==> src/rtl/loop_sequencer_if.sv <==
// loop_sequencer_if: step request handshake between the loop sequencer
// and the execution resource it drives.
//   step_valid : step request (master -> slave)
//   step_index : zero-based number of the requested step (master -> slave)
//   step_ack   : step accepted this cycle (slave -> master)
interface loop_sequencer_if #(
    parameter int WIDTH = 5
);
    logic             step_valid;
    logic             step_ack;
    logic [WIDTH-1:0] step_index;

    modport master (
        output step_valid,
        output step_index,
        input  step_ack
    );

    modport slave (
        input  step_valid,
        input  step_index,
        output step_ack
    );
endinterface

==> src/rtl/loop_sequencer.sv <==
// loop_sequencer: count-down iteration initiator issuing one step per
// iteration over a valid/ack handshake, ending with a one-cycle done.
//   clk, reset_n     : clock, async active-low reset
//   start, count_in  : begin a loop of count_in steps (IDLE only)
//   abort            : end the loop early (RUN only)
//   step             : master side of the step handshake
//   remaining        : steps not yet acknowledged
//   busy, done       : loop in progress / one-cycle completion pulse
//   aborted          : last loop ended through abort
module loop_sequencer #(
    parameter int WIDTH = 5
) (
    input  logic             clk,
    input  logic             reset_n,
    input  logic             start,
    input  logic [WIDTH-1:0] count_in,
    input  logic             abort,
    loop_sequencer_if.master step,
    output logic [WIDTH-1:0] remaining,
    output logic             busy,
    output logic             done,
    output logic             aborted
);

    typedef enum logic [1:0] {
        IDLE   = 2'd0,
        RUN    = 2'd1,
        FINISH = 2'd2
    } state_t;

    state_t           state_q, state_d;
    logic [WIDTH-1:0] idx_q, idx_d;
    logic [WIDTH-1:0] rem_q, rem_d;
    logic             ab_q, ab_d;

    always_ff @(posedge clk or negedge reset_n) begin
        if (!reset_n) begin
            state_q <= IDLE;
            idx_q   <= '0;
            rem_q   <= '0;
            ab_q    <= 1'b0;
        end else begin
            state_q <= state_d;
            idx_q   <= idx_d;
            rem_q   <= rem_d;
            ab_q    <= ab_d;
        end
    end

    always_comb begin
        state_d = state_q;
        idx_d   = idx_q;
        rem_d   = rem_q;
        ab_d    = ab_q;
        unique case (state_q)
            IDLE: begin
                if (start) begin
                    ab_d = 1'b0;
                    if (count_in != '0) begin
                        rem_d   = count_in;
                        idx_d   = '0;
                        state_d = RUN;
                    end else begin
                        rem_d   = '0;
                        state_d = FINISH;
                    end
                end
            end
            RUN: begin
                // An ack in the abort cycle is counted first; finishing
                // the last step that way is a normal completion.
                if (step.step_ack) begin
                    idx_d = idx_q + WIDTH'(1);
                    rem_d = rem_q - WIDTH'(1);
                    if (rem_q == WIDTH'(1)) begin
                        state_d = FINISH;
                    end else if (abort) begin
                        ab_d    = 1'b1;
                        state_d = FINISH;
                    end
                end else if (abort) begin
                    ab_d    = 1'b1;
                    state_d = FINISH;
                end
            end
            FINISH: begin
                state_d = IDLE;
            end
            default: begin
                state_d = IDLE;
            end
        endcase
    end

    assign step.step_valid = (state_q == RUN);
    assign step.step_index = idx_q;
    assign remaining       = rem_q;
    assign busy            = (state_q != IDLE);
    assign done            = (state_q == FINISH);
    assign aborted         = ab_q;

endmodule

==> src/flat_wrapper.sv <==
// flat-port wrapper written by rule: the top's interface ports become plain ports
module loop_sequencer_flat 
#(
    parameter int WIDTH = 5
)
  (clk, reset_n, start, count_in, abort, remaining, busy, done, aborted, step_step_valid, step_step_index, step_step_ack);
  loop_sequencer_if #(.WIDTH(WIDTH)) step_i ();
  input  logic clk;
  input  logic reset_n;
  input  logic start;
  input  logic [WIDTH-1:0] count_in;
  input  logic abort;
  output logic [WIDTH-1:0] remaining;
  output logic busy;
  output logic done;
  output logic aborted;
  output wire logic [$bits(step_i.step_valid)-1:0] step_step_valid;
  output wire logic [$bits(step_i.step_index)-1:0] step_step_index;
  input wire logic [$bits(step_i.step_ack)-1:0] step_step_ack;
  assign step_step_valid = step_i.step_valid;
  assign step_step_index = step_i.step_index;
  assign step_i.step_ack = step_step_ack;
  loop_sequencer #(.WIDTH(WIDTH)) u_core (.clk(clk), .reset_n(reset_n), .start(start), .count_in(count_in), .abort(abort), .step(step_i), .remaining(remaining), .busy(busy), .done(done), .aborted(aborted));
endmodule
==> config.mk <==
export PLATFORM = sky130hd
export DESIGN_NAME = loop_sequencer_flat
export DESIGN_NICKNAME = d
export VERILOG_FILES = /design/src/rtl/loop_sequencer_if.sv /design/src/rtl/loop_sequencer.sv /design/src/flat_wrapper.sv
export SDC_FILE = /design/constraint.sdc
export NUM_CORES = 1
export LEC_CHECK = 0
export BUFFER_PORTS_ARGS = -buffer_cell sky130_fd_sc_hd__buf_4
export CORE_MARGIN = 2
export CORE_UTILIZATION = 40
export CTS_CLUSTER_DIAMETER = 100
export CTS_CLUSTER_SIZE = 40
export DETAILED_ROUTE_END_ITERATION = 10
export PLACE_DENSITY = 0.74
export REMOVE_ABC_BUFFERS = 1
export SYNTH_ARGS = -nofsm -noshare
export SYNTH_HDL_FRONTEND = slang
export SYNTH_SLANG_ARGS = --single-unit
==> constraint.sdc <==
create_clock -name clk -period 1.7 [get_ports clk]
set_input_delay 0.085 -clock clk [delete_from_list [all_inputs] [get_ports clk]]
set_output_delay 0.085 -clock clk [all_outputs]
set_load 0.03 [all_outputs]
# After elaboration in Yosys (flattened, before gate mapping)
# Index checks and enable logic that the tools add are counted.
dict set report word_totals {
  regBits 13
  in_bits 10
  out_inout_bits 14
  wordCells 39
}
dict set report op_classes {
  addsub 2
  n_eq_ne 7
  n_mux 19
  reduce_logical 7
}
# op count
set ops {}
lappend ops {{2-to-1 mux 5 bit} 6}
lappend ops {{one-hot mux 5 bit (2 select lines)} 2}
lappend ops {{2-to-1 mux 2 bit} 5}
lappend ops {{AND reduction 3 bit} 2}
lappend ops {{adder 5 x 1 -> 5 bit, second input constant} 1}
lappend ops {{equality test 5 x 1 -> 1 bit, second input constant} 1}
lappend ops {{nonzero test 5 bit} 1}
lappend ops {{subtractor 5 x 1 -> 5 bit, second input constant} 1}
lappend ops {{2-to-1 mux 1 bit} 4}
lappend ops {{!= test 2 x 1 -> 1 bit, second input constant} 2}
lappend ops {{one-hot mux 2 bit (2 select lines)} 1}
lappend ops {{AND reduction 4 bit} 1}
lappend ops {{nonzero test 2 bit} 2}
lappend ops {{!= test 3 bit, second input constant} 1}
lappend ops {{equality test 2 x 1 -> 1 bit, second input constant} 1}
lappend ops {{equality test 2 bit, second input constant} 1}
lappend ops {{zero test 2 bit} 1}
lappend ops {{!= test 2 bit, second input constant} 1}
lappend ops {{one-hot mux 1 bit (2 select lines)} 1}

# Logic depth before layout (Yosys ltp)
# Gate-level depths: netlist of run 1.
dict set report depth {
  depth_word 4
  mapped_depth 7
  ltp_nobuf 5
}

# Worst setup path after synthesis of run 1
# Ideal clock, no wire load.
dict set report synth_path {
  path_kind {register to register}
  from {register u_core.idx_q[0] (netlist: u_core.step.step_index[0])}
  to {register u_core.idx_q[4] (netlist: u_core.step.step_index[4])}
  setup_ps 132
  arrival_ps 1230
  slack_ps 339
  path_stages_with_launch 6
  n_path_buf 0
  synth_period_minus_slack_ps 1361
  cell_sequence {dfrtp_1 -> ha_1 -> nand3_1 -> and2_1 -> a21oi_1 -> o211ai_1}
}
dict set report synth_via {
  elab_chain_cells 3
}
# item line_no
set synth_lines {}
lappend synth_lines {{start, declared} loop_sequencer.sv:32} ;# logic [WIDTH-1:0] idx_q, idx_d;
lappend synth_lines {{start signal, assigned} loop_sequencer.sv:44} ;# idx_q <= idx_d;
lappend synth_lines {{adder 5 x 1 -> 5 bit} loop_sequencer.sv:73} ;# idx_d = idx_q + WIDTH'(1);
lappend synth_lines {{2-to-1 mux 5 bit} loop_sequencer.sv:72} ;# if (step.step_ack) begin
lappend synth_lines {{one-hot mux 5 bit (2 select lines)} loop_sequencer.sv:55} ;# unique case (state_q)
# Every way passes these cells. The select of a mux whose other input is x is not followed.
# A chain may end at the register's enable or synchronous reset.

# Worst setup path in the final report of run 1
dict set report layout_path {
  from {register u_core.state_q[1]}
  to {output busy}
}
dict set report layout_via {
  elab_chain_cells 1
}
# item line_no
set layout_lines {}
lappend layout_lines {{start, declared} loop_sequencer.sv:31} ;# state_t state_q, state_d;
lappend layout_lines {{start signal, assigned} loop_sequencer.sv:43} ;# state_q <= state_d;
lappend layout_lines {{nonzero test 2 bit} loop_sequencer.sv:98} ;# assign busy = (state_q != IDLE);
lappend layout_lines {{end, declared} flat_wrapper.sv:14} ;# output logic busy;
# Every way passes these cells.

==> reports/qor.log, run 1 <==
qor: run_status.outcome finished, final reports clean
qor: place.io_buffer_count 23
qor: synthesis.postSynth.asyncResetShare 100%
qor: min_path.holdPathStages 2
qor: die.die_h 49.5 µm
qor: synthesis.syn_avg_cell_area 8.71 µm²
qor: grt.maximum_number_of_pins_on_one_net_before_global_route_repair 14
qor: clocking.clock_buffer_depth 2
qor: detailed_routing.drt_iter0_drc 28
qor: final_layout.area_added_between_synthesis_and_finish 30.9%
qor: synthesis.largest_family_of_logic_cells_by_synthesized_area simple AND/OR/NAND/NOR gates
qor: worst_setup_path.critical_path.cell_chain buf_4 -> nor2_1 -> inv_1 -> buf_4
qor: grt.grt_antenna_before_repair 0
qor: min_path.worstHoldPathType input pin to flip-flop
qor: synthesis.mappedNetlistArea 827 µm²
qor: sta.report.final.slew_viol_count 0
qor: sta.achievable-frequency 674 MHz
qor: clocking.cts-buffers-inserted 3
qor: die.number_of_core_rows 16
qor: grt.global_route.usage.total 17.8%
qor: synthesis.postSynthRegisterBits 13
qor: synthesis.synthesis.instances 95
qor: synthesis.synthAdderAreaFrac 4.54%
qor: synthesis.synth-compound-area-share 24.1%
qor: clocking.cts_tree done
qor: detailed_routing.detail_route.vias_per_cell 5.36
qor: die.coreArea 1960 µm²
qor: synthesis.synthMuxAreaShare 2.57%
qor: final_layout.num-fill-cells 193
qor: die.die_width 49.5 µm
qor: place.dpl.hpwl 1.44 mm
qor: worst_setup_path.critPathLaunchType flip-flop
qor: detailed_routing.routedWlPerCell 12.9 µm
qor: worst_setup_path.critPathArrivalTime 1.40 ns
qor: grt.first_global_vias 733
qor: clocking.clk-insertion-delay-late 0.27 ns
qor: sta.worst_slack 0.216 ns
qor: clocking.post_cts_setup_buffer_count 0
qor: power.ir_worst_vdd 0.000934 V
qor: place.pre_cts_slack 0.298 ns
qor: grt.grt_overflow_total 0
qor: worst_setup_path.criticalPathCategory flip-flop to primary output
qor: detailed_routing.route.vias.total 810
qor: worst_setup_path.worst_ep_required_time 1.62 ns
qor: clocking.clk_pin_slew_worst_paths 0.08 ns
qor: sta.finalHoldWorstSlack 0.0157 ns
qor: synthesis.post_synth_and_or_nand_nor_area_fraction 24.7%
qor: die.initial_utilization 42.2%
qor: grt.grt_pass1_wl 3.28 mm
qor: detailed_routing.antenna_violation_net_count_after_detailed_routing 0
qor: detailed_routing.drt_drc_violations_left 0
qor: power.ratio_of_total_power_to_cell_area 1920 nW/µm²
qor: sta.setup-violations-final 0
qor: place.placed_area 1050 µm²
qor: sta.period_minus_slack 1.48 ns
qor: sta.totalNegativeSetupSlack 0 ns
qor: clocking.sink_count_of_the_clock_tree 13
qor: clocking.clock-root-buffer sky130_fd_sc_hd__clkbuf_4
qor: detailed_routing.first_pass_iters 4
qor: sta.finalHoldViolCount 0
qor: clocking.cts_resized 0
qor: synthesis.synth_top_flop_cell sky130_fd_sc_hd__dfrtp_1
qor: sta.crit_share_post_route 87.3%
qor: flow_run.cap_viol_max_count 0
qor: sta.rsz0062_at_grt no
qor: clocking.cts-hold-fix-buffers 1
qor: sta.final.setup_skew 0.00495 ns
qor: worst_setup_path.maximum_fanout_along_the_worst_path 9
qor: place.place.gp.congestion 0.854
qor: worst_setup_path.end_kind primary output
qor: worst_setup_path.critical-path-slowest-cell sky130_fd_sc_hd__dfrtp_1
qor: die.pin_count 24
qor: worst_setup_path.critical_path.most_common_cell sky130_fd_sc_hd__buf_4
qor: synthesis.yosysSeqAreaShare 39.3%
qor: detailed_routing.wirelength 1.95 mm
qor: final_layout.postLayoutCellArea 1080 µm²
qor: clocking.cts.htree.levels 1
qor: final_layout.drive_gt1_share 29.8%
qor: final_layout.antenna_cells 0
qor: final_layout.num-nets-final 138
qor: worst_setup_path.critPathMaxStageDelay 0.39 ns
qor: sta.timing.slew.headroom 75.0%
qor: die.die-area 2450 µm²
qor: worst_setup_path.worstRegToRegCells 4
qor: synthesis.synth_cell_type_count 32
qor: synthesis.fraction_of_synthesized_cell_area_in_xor_and_xnor_cells 0%
qor: sta.worst_pin_slew 0.374 ns
qor: power.p_leak 0.529 nW
qor: synthesis.yosysWarnings 0
qor: synthesis.synth_enable_flop_cells 0
[flip-flops by register name, summed over array words and instances, names as in the netlist]
name and count:
u_core.state_q 2, u_core.aborted 1, u_core.step.step_index 5, u_core.remaining 5
[critical path: cells and delay by family (launching register included)]
kind	cells	cell delay (ns)
DFF	1	0.39
and+or+nand+nor	1	0.31
buffers and inverters	3	0.42
[cells in the final DEF (no fill, tap or decap), types with 2 or more instances in the layout]
cell,n
sky130_fd_sc_hd__nand3_1,8
sky130_fd_sc_hd__o21ai_0,6
sky130_fd_sc_hd__nor2_1,9
sky130_fd_sc_hd__a21o_1,2
sky130_fd_sc_hd__a211oi_1,2
sky130_fd_sc_hd__a21oi_1,9
sky130_fd_sc_hd__ha_1,3
sky130_fd_sc_hd__a31oi_1,2
sky130_fd_sc_hd__nand3b_1,2
sky130_fd_sc_hd__buf_4,27
sky130_fd_sc_hd__inv_1,5
sky130_fd_sc_hd__dfrtp_1,13
sky130_fd_sc_hd__and3_1,2
sky130_fd_sc_hd__nand2b_1,4
sky130_fd_sc_hd__nor3_1,3
sky130_fd_sc_hd__nand2_1,5
sky130_fd_sc_hd__clkbuf_4,3
sky130_fd_sc_hd__a22oi_1,2
sky130_fd_sc_hd__a21oi_2,2
[area by class of cell]
type / instances / area, µm² / share of cell area (%)
sequential: 13 / 325 / 30.1
tap: 27 / 33.8 / 3.12
inverter: 6 / 22.5 / 2.08
multi-input combinational: 73 / 462 / 42.7
clock buffer: 4 / 26.3 / 2.43
timing repair buffer: 28 / 213 / 19.7
[path summary, 6_finish.rpt]
check,startpoint,end,slack (ns)
hold reg to reg,u_core.remaining[3],u_core.remaining[3],0.57
min in group asynchronous,reset_n,u_core.step.step_index[0],0.19
setup reg to reg,u_core.state_q[0],u_core.remaining[1],0.29
setup / recovery,u_core.state_q[1],busy,0.22
max in group asynchronous,reset_n,u_core.remaining[4],1.35
hold / removal,start,u_core.aborted,0.02
[metrics by stage]
step,total power [mW],util (%),std cells
after floorplan,1.40,-,92
after global placement,1.87,53.3,146
after detailed placement,1.88,53.3,146
after CTS,2.09,55.2,151
after global routing,2.26,55.2,151
final,2.08,55.2,151
[report_power, final]
part / leakage (nW) / internal (mW) / switching, mW
sequential: 0.165 / 0.440 / 0.160
combinational: 0.348 / 0.503 / 0.786
clock: 0.0150 / 0.0908 / 0.0993
[synth_stat cells (2+ instances only)]
library cell               instances  area (µm²)
sky130_fd_sc_hd__a21oi_1           9        45.0
sky130_fd_sc_hd__and3_1            2        12.5
sky130_fd_sc_hd__buf_2             2        10.0
sky130_fd_sc_hd__a22oi_1           2        15.0
sky130_fd_sc_hd__inv_1             5        18.8
sky130_fd_sc_hd__a21o_1            2        15.0
sky130_fd_sc_hd__nand2b_1          4        25.0
sky130_fd_sc_hd__dfrtp_1          13         325
sky130_fd_sc_hd__ha_1              3        37.5
sky130_fd_sc_hd__nor2_1            9        33.8
sky130_fd_sc_hd__nor3_1            3        15.0
sky130_fd_sc_hd__o21ai_0           6        30.0
sky130_fd_sc_hd__nand2_1           5        18.8
sky130_fd_sc_hd__nand3b_1          2        15.0
sky130_fd_sc_hd__a31oi_1           2        12.5
sky130_fd_sc_hd__nand3_1           8        40.0
sky130_fd_sc_hd__a211oi_1          2        15.0
sky130_fd_sc_hd__a21oi_2           2        17.5
[layer usage]
metal | vias to the layer above | global-route usage (%) | part of all wire (%)
met3 | 2 | 3.64 | 5.0
met5 | - | 0 | 0
met1 | 382 | 24.7 | 49
li1 | 399 | - | -
met4 | 0 | 8.33 | 0.57
met2 | 27 | 26.6 | 45
[cell families (layout without fill, tap and decap cells)]
family / after synthesis / in the layout
simple gates: 37 / 37
fa+ha+maj: 3 / 3
flops: 13 / 13
mux: 2 / 2
buf+inv: 9 / 38
compound gates: 31 / 31
Note: power is estimated with default switching activity, not from simulation.
==> inputs of run 2 (changes only) <==
CTS_BUF_LIST = sky130_fd_sc_hd__clkbuf_4   (was unset)
==> reports/qor.log, run 2 (synthesis results as in run 1) <==
qor: detailed_routing.drt_iter0_drc 24
qor: clocking.sink_count_of_the_clock_tree 13
qor: clocking.cts.htree.levels 1
qor: die.number_of_core_rows 16
qor: die.die-area 2450 µm²
qor: worst_setup_path.critical_path.most_common_cell sky130_fd_sc_hd__buf_4
qor: worst_setup_path.worst_ep_required_time 1.62 ns
qor: die.pin_count 24
qor: place.placed_area 1050 µm²
qor: power.ratio_of_total_power_to_cell_area 1930 nW/µm²
qor: worst_setup_path.critical-path-slowest-cell sky130_fd_sc_hd__dfrtp_1
qor: detailed_routing.routedWlPerCell 12.8 µm
qor: worst_setup_path.criticalPathCategory flip-flop to primary output
qor: sta.achievable-frequency 674 MHz
qor: sta.worst_slack 0.217 ns
qor: worst_setup_path.critPathArrivalTime 1.40 ns
qor: run_status.outcome finished, final reports clean
qor: power.switching_power 1.04 mW
qor: final_layout.postLayoutCellArea 1090 µm²
qor: min_path.worstHoldPathType input pin to flip-flop
qor: worst_setup_path.timing.critical_path.buf_inv 3
qor: worst_setup_path.maximum_fanout_along_the_worst_path 9
qor: sta.crit_share_post_route 87.2%
qor: flow_run.cap_viol_max_count 0
qor: worst_setup_path.critPathLaunchType flip-flop
qor: detailed_routing.first_pass_iters 4
qor: final_layout.area_added_between_synthesis_and_finish 31.3%
qor: grt.maximum_number_of_pins_on_one_net_before_global_route_repair 14
qor: clocking.clk_pin_slew_worst_paths 0.08 ns
qor: sta.setup-violations-final 0
qor: final_layout.antenna_cells 0
qor: sta.rsz0062_at_grt no
qor: sta.totalNegativeSetupSlack 0 ns
qor: power.clock_power_share 9.8%
qor: final_layout.post-route-util 55.4%
qor: die.initial_utilization 42.2%
qor: worst_setup_path.end_kind primary output
qor: clocking.cts_tree done
qor: detailed_routing.drt_drc_violations_left 0
qor: final_layout.layout.cells.most_common sky130_fd_sc_hd__buf_4
qor: grt.global_route.usage.total 17.6%
qor: place.place.gp.congestion 0.854
qor: detailed_routing.detail_route.vias_per_cell 5.36
qor: grt.first_global_vias 733
qor: place.dpl.hpwl 1.44 mm
qor: clocking.post_cts_setup_buffer_count 0
qor: sta.report.final.slew_viol_count 0
qor: final_layout.drive_gt1_share 30.6%
qor: clocking.clock-root-buffer sky130_fd_sc_hd__clkbuf_4
qor: die.die_h 49.5 µm
qor: power.ir_worst_vdd 0.000950 V
qor: worst_setup_path.timing.critical_path.max_delay_family buffers and inverters
qor: power.power.share.sequential 28.6%
qor: clocking.cts-buffers-inserted 3
qor: final_layout.layout.cells.most_common_list sky130_fd_sc_hd__buf_4 (27), sky130_fd_sc_hd__dfrtp_1 (13), sky130_fd_sc_hd__nor2_1 (9), sky130_fd_sc_hd__a21oi_1 (9), sky130_fd_sc_hd__nand3_1 (8)
qor: worst_setup_path.critical_path.cell_chain buf_4 -> nor2_1 -> inv_1 -> buf_4
qor: clocking.clk-insertion-delay-late 0.27 ns
qor: place.pre_cts_slack 0.298 ns
qor: die.coreArea 1960 µm²
qor: detailed_routing.wirelength 1.94 mm
qor: final_layout.fin_cells 151
qor: grt.grt_pass1_wl 3.27 mm
qor: sta.finalHoldViolCount 0
qor: sta.period_minus_slack 1.48 ns
qor: clocking.clock_buffer_depth 2
qor: place.io_buffer_count 23
qor: power.p_comb_share 61.6%
qor: power.p_leak 0.532 nW
qor: sta.final.setup_skew 0.00603 ns
qor: power.p_int 1.05 mW
qor: worst_setup_path.critPathMaxStageDelay 0.39 ns
qor: place.place_inst 146
qor: grt.grt_overflow_total 0
qor: power.netSwitchingFraction 49.9%
qor: die.die_width 49.5 µm
qor: sta.worst_pin_slew 0.374 ns
qor: detailed_routing.antenna_violation_net_count_after_detailed_routing 0
qor: sta.timing.slew.headroom 75.0%
qor: final_layout.num-nets-final 138
qor: detailed_routing.route.vias.total 810
qor: grt.grt_antenna_before_repair 0
-- run 2: cell counts in the layout (fill, tap and decap cells not counted) --
Identical to the previous run, type by type.
-- run 2: what timing repair did --
item	in CTS	in global routing
resized for setup	0	0
hold endpoints to repair	13	0
hold buffers	1	0
-- run 2: per-stage QoR --
| step | power, mW | hold slack (ns) |
|---|---|---|
| 2_1_floorplan | 1.40 | -0.211 |
| 3_3_place_gp | 1.87 | -0.0591 |
| 3_5_place_dp | 1.88 | -0.0609 |
| 4_1_cts | 2.10 | 0.0151 |
| 5_1_grt | 2.28 | 0.00785 |
| 6_report | 2.09 | 0.0163 |
-- run 2: final timing paths --
check | startpoint | end | slack [ns] | cells past startpoint
max | u_core.state_q[1] | busy | 0.22 | 4
min | start | u_core.aborted | 0.02 | 2
max reg2reg | u_core.state_q[0] | u_core.remaining[1] | 0.29 | 4
min reg2reg | u_core.remaining[3] | u_core.remaining[3] | 0.57 | 1
max in group asynchronous | reset_n | u_core.remaining[4] | 1.34 | 2
min in group asynchronous | reset_n | u_core.step.step_index[0] | 0.19 | 2
-- run 2: layout make-up --
cell class                 count  area, µm²
multi-input combinational     73        462
fill                         193        876
inverter                       6       22.5
clock buffer                   4       30.0
timing repair buffer          28        213
sequential                    13        325
tap                           27       33.8
-- run 2: power by group through the flow --
stage                     Clock (mW)  Sequential [mW]  Combinational [mW]
after floorplan                    0            0.808               0.594
after global placement             0            0.597                1.27
after detailed placement           0            0.600                1.28
after CTS                      0.208            0.597                1.30
after global routing           0.230            0.625                1.42
final                          0.205            0.599                1.29
-- run 2: per-layer routing --
layer	vias up	track usage (%)	share of wire [%]
li1	399	-	-
met1	387	24.7	50
met2	22	26.6	45
met3	2	3.64	4.5
met4	0	6.94	0.57
met5	-	0	0
==> inputs of run 3 (changes only) <==
CORE_ASPECT_RATIO = 0.8   (was unset)
==> reports/qor.log, run 3 (synthesis results as in run 1) <==
qor: run_status.outcome finished, final reports clean
qor: detailed_routing.antenna_violation_net_count_after_detailed_routing 0
qor: worst_setup_path.end_kind primary output
qor: clocking.cts.htree.levels 1
qor: die.die-area 2450 µm²
qor: sta.period_minus_slack 1.62 ns
qor: final_layout.antenna_cells 0
qor: sta.final.setup_skew 0.000504 ns
qor: sta.rsz0062_at_grt no
qor: min_path.worstHoldPathType input pin to flip-flop
qor: worst_setup_path.criticalPathCategory flip-flop to primary output
qor: detailed_routing.drt_drc_violations_left 0
qor: worst_setup_path.critPathMaxStageDelay 0.50 ns
qor: place.io_buffer_count 23
qor: power.ir_worst_vdd 0.00106 V
qor: clocking.clk-insertion-delay-late 0.27 ns
qor: power.p_comb_share 61.6%
qor: place.dpl.hpwl 1.51 mm
qor: power.clock_power_share 9.8%
qor: min_path.holdPathStages 2
qor: die.initial_utilization 43.3%
qor: power.ratio_of_total_power_to_cell_area 1930 nW/µm²
qor: power.netSwitchingFraction 50.1%
qor: clocking.cts_resized 0
qor: final_layout.layout.cells.most_common_list sky130_fd_sc_hd__buf_4 (27), sky130_fd_sc_hd__dfrtp_1 (13), sky130_fd_sc_hd__nor2_1 (9), sky130_fd_sc_hd__a21oi_1 (9), sky130_fd_sc_hd__nand3_1 (8)
qor: worst_setup_path.critPathArrivalTime 1.53 ns
qor: sta.setup-violations-final 0
qor: detailed_routing.wirelength 1.94 mm
qor: grt.grt_overflow_total 0
qor: flow_run.cap_viol_max_count 0
qor: grt.first_global_vias 715
qor: detailed_routing.first_pass_iters 4
qor: sta.totalNegativeSetupSlack 0 ns
qor: worst_setup_path.critical-path-slowest-cell sky130_fd_sc_hd__dfrtp_1
qor: power.p_leak 0.532 nW
qor: detailed_routing.routedWlPerCell 13.1 µm
qor: final_layout.num-nets-final 138
qor: grt.maximum_number_of_pins_on_one_net_before_global_route_repair 14
qor: clocking.clock_buffer_depth 2
qor: sta.report.final.slew_viol_count 0
qor: die.number_of_core_rows 14
qor: detailed_routing.route.vias.total 810
qor: worst_setup_path.critPathLaunchType flip-flop
qor: power.power.share.sequential 28.6%
qor: worst_setup_path.worstRegToRegCells 4
qor: worst_setup_path.worst_ep_required_time 1.62 ns
qor: worst_setup_path.critical_path.most_common_cell sky130_fd_sc_hd__buf_4
qor: worst_setup_path.maximum_fanout_along_the_worst_path 10
qor: final_layout.drive_gt1_share 30.6%
qor: place.place_inst 143
qor: detailed_routing.detail_route.vias_per_cell 5.47
qor: power.switching_power 1.05 mW
qor: die.coreArea 1910 µm²
qor: final_layout.area_added_between_synthesis_and_finish 30.9%
qor: grt.grt_antenna_before_repair 0
qor: clocking.clock-root-buffer sky130_fd_sc_hd__clkbuf_4
qor: sta.finalHoldViolCount 0
qor: grt.grt_pass1_wl 3.06 mm
qor: die.die_width 54.8 µm
qor: clocking.clk_pin_slew_worst_paths 0.08 ns
qor: clocking.cts_tree done
qor: die.die_h 44.7 µm
qor: grt.global_route.usage.total 17.5%
qor: die.pin_count 24
qor: power.p_int 1.04 mW
qor: clocking.cts-buffers-inserted 3
qor: sta.crit_share_post_route 95.1%
qor: worst_setup_path.critical_path.cell_chain buf_4 -> nor2_1 -> inv_1 -> buf_4
qor: final_layout.fin_cells 148
qor: sta.worst_pin_slew 0.414 ns
qor: final_layout.layout.cells.most_common sky130_fd_sc_hd__buf_4
qor: place.place.gp.congestion 0.874
qor: sta.achievable-frequency 618 MHz
qor: detailed_routing.drt_iter0_drc 16
qor: sta.timing.slew.headroom 72.2%
qor: clocking.sink_count_of_the_clock_tree 13
-- run 3: cell counts in the layout (fill, tap and decap cells not counted) --
No cell type changed its count.
-- run 3: metrics by stage --
step	worst slack, ns	power (mW)	area [µm²]	util [%]	hold slack [ns]
floorplan	0.277	1.40	810	-	-0.211
global placement	0.260	1.87	1040	54.6	-0.0600
detailed placement	0.219	1.89	1040	54.6	-0.0588
CTS	0.0850	2.10	1080	56.7	0.0174
global route	0.0108	2.26	1080	56.7	0.0134
finish	0.0825	2.09	1080	56.7	0.0218
-- run 3: layer usage --
| metal | global-route usage [%] | vias to the layer above | wire length [µm] |
|---|---|---|---|
| li1 | - | 399 | - |
| met3 | 5.41 | 2 | 116 |
| met2 | 27.1 | 23 | 851 |
| met1 | 24.1 | 386 | 958 |
| met5 | 0 | - | 0 |
| met4 | 3.00 | 0 | 13 |
-- run 3: layout make-up --
type / instances / area [µm²]
fillers: 172 / 827
multi-input cells: 73 / 462
flip-flops and latches: 13 / 325
repair buffers: 28 / 213
clock buffers: 4 / 30.0
well taps: 24 / 30.0
inverters: 6 / 22.5
-- run 3: power groups by stage --
stage | combinational [mW] | clock [mW] | sequential (mW)
2_1_floorplan | 0.594 | 0 | 0.808
3_3_place_gp | 1.28 | 0 | 0.596
3_5_place_dp | 1.29 | 0 | 0.607
4_1_cts | 1.29 | 0.213 | 0.601
5_1_grt | 1.40 | 0.229 | 0.623
6_report | 1.29 | 0.205 | 0.600
-- run 3: worst paths after layout --
kind                                       end           startpoint  slack, ns
max                                       busy    u_core.state_q[0]       0.08
min                             u_core.aborted                start       0.02
max reg2reg                u_core.remaining[3]    u_core.state_q[0]       0.19
min reg2reg                u_core.remaining[3]  u_core.remaining[3]       0.56
max in group asynchronous  u_core.remaining[4]              reset_n       1.35
min in group asynchronous    u_core.state_q[1]              reset_n       0.19
-- run 3: repair_timing --
| action | 4_1_cts | 5_1_grt |
|---|---|---|
| hold buffers | 1 | 0 |
| endpoints found under the hold margin | 13 | 0 |
| buffers inserted | 0 | 0 |
-- run 3: worst max-delay path, delay by kind of cell (launching register included) --
kind          cells  cell delay, ns
simple gates      1            0.31
flops             1            0.50
buf+inv           3            0.46
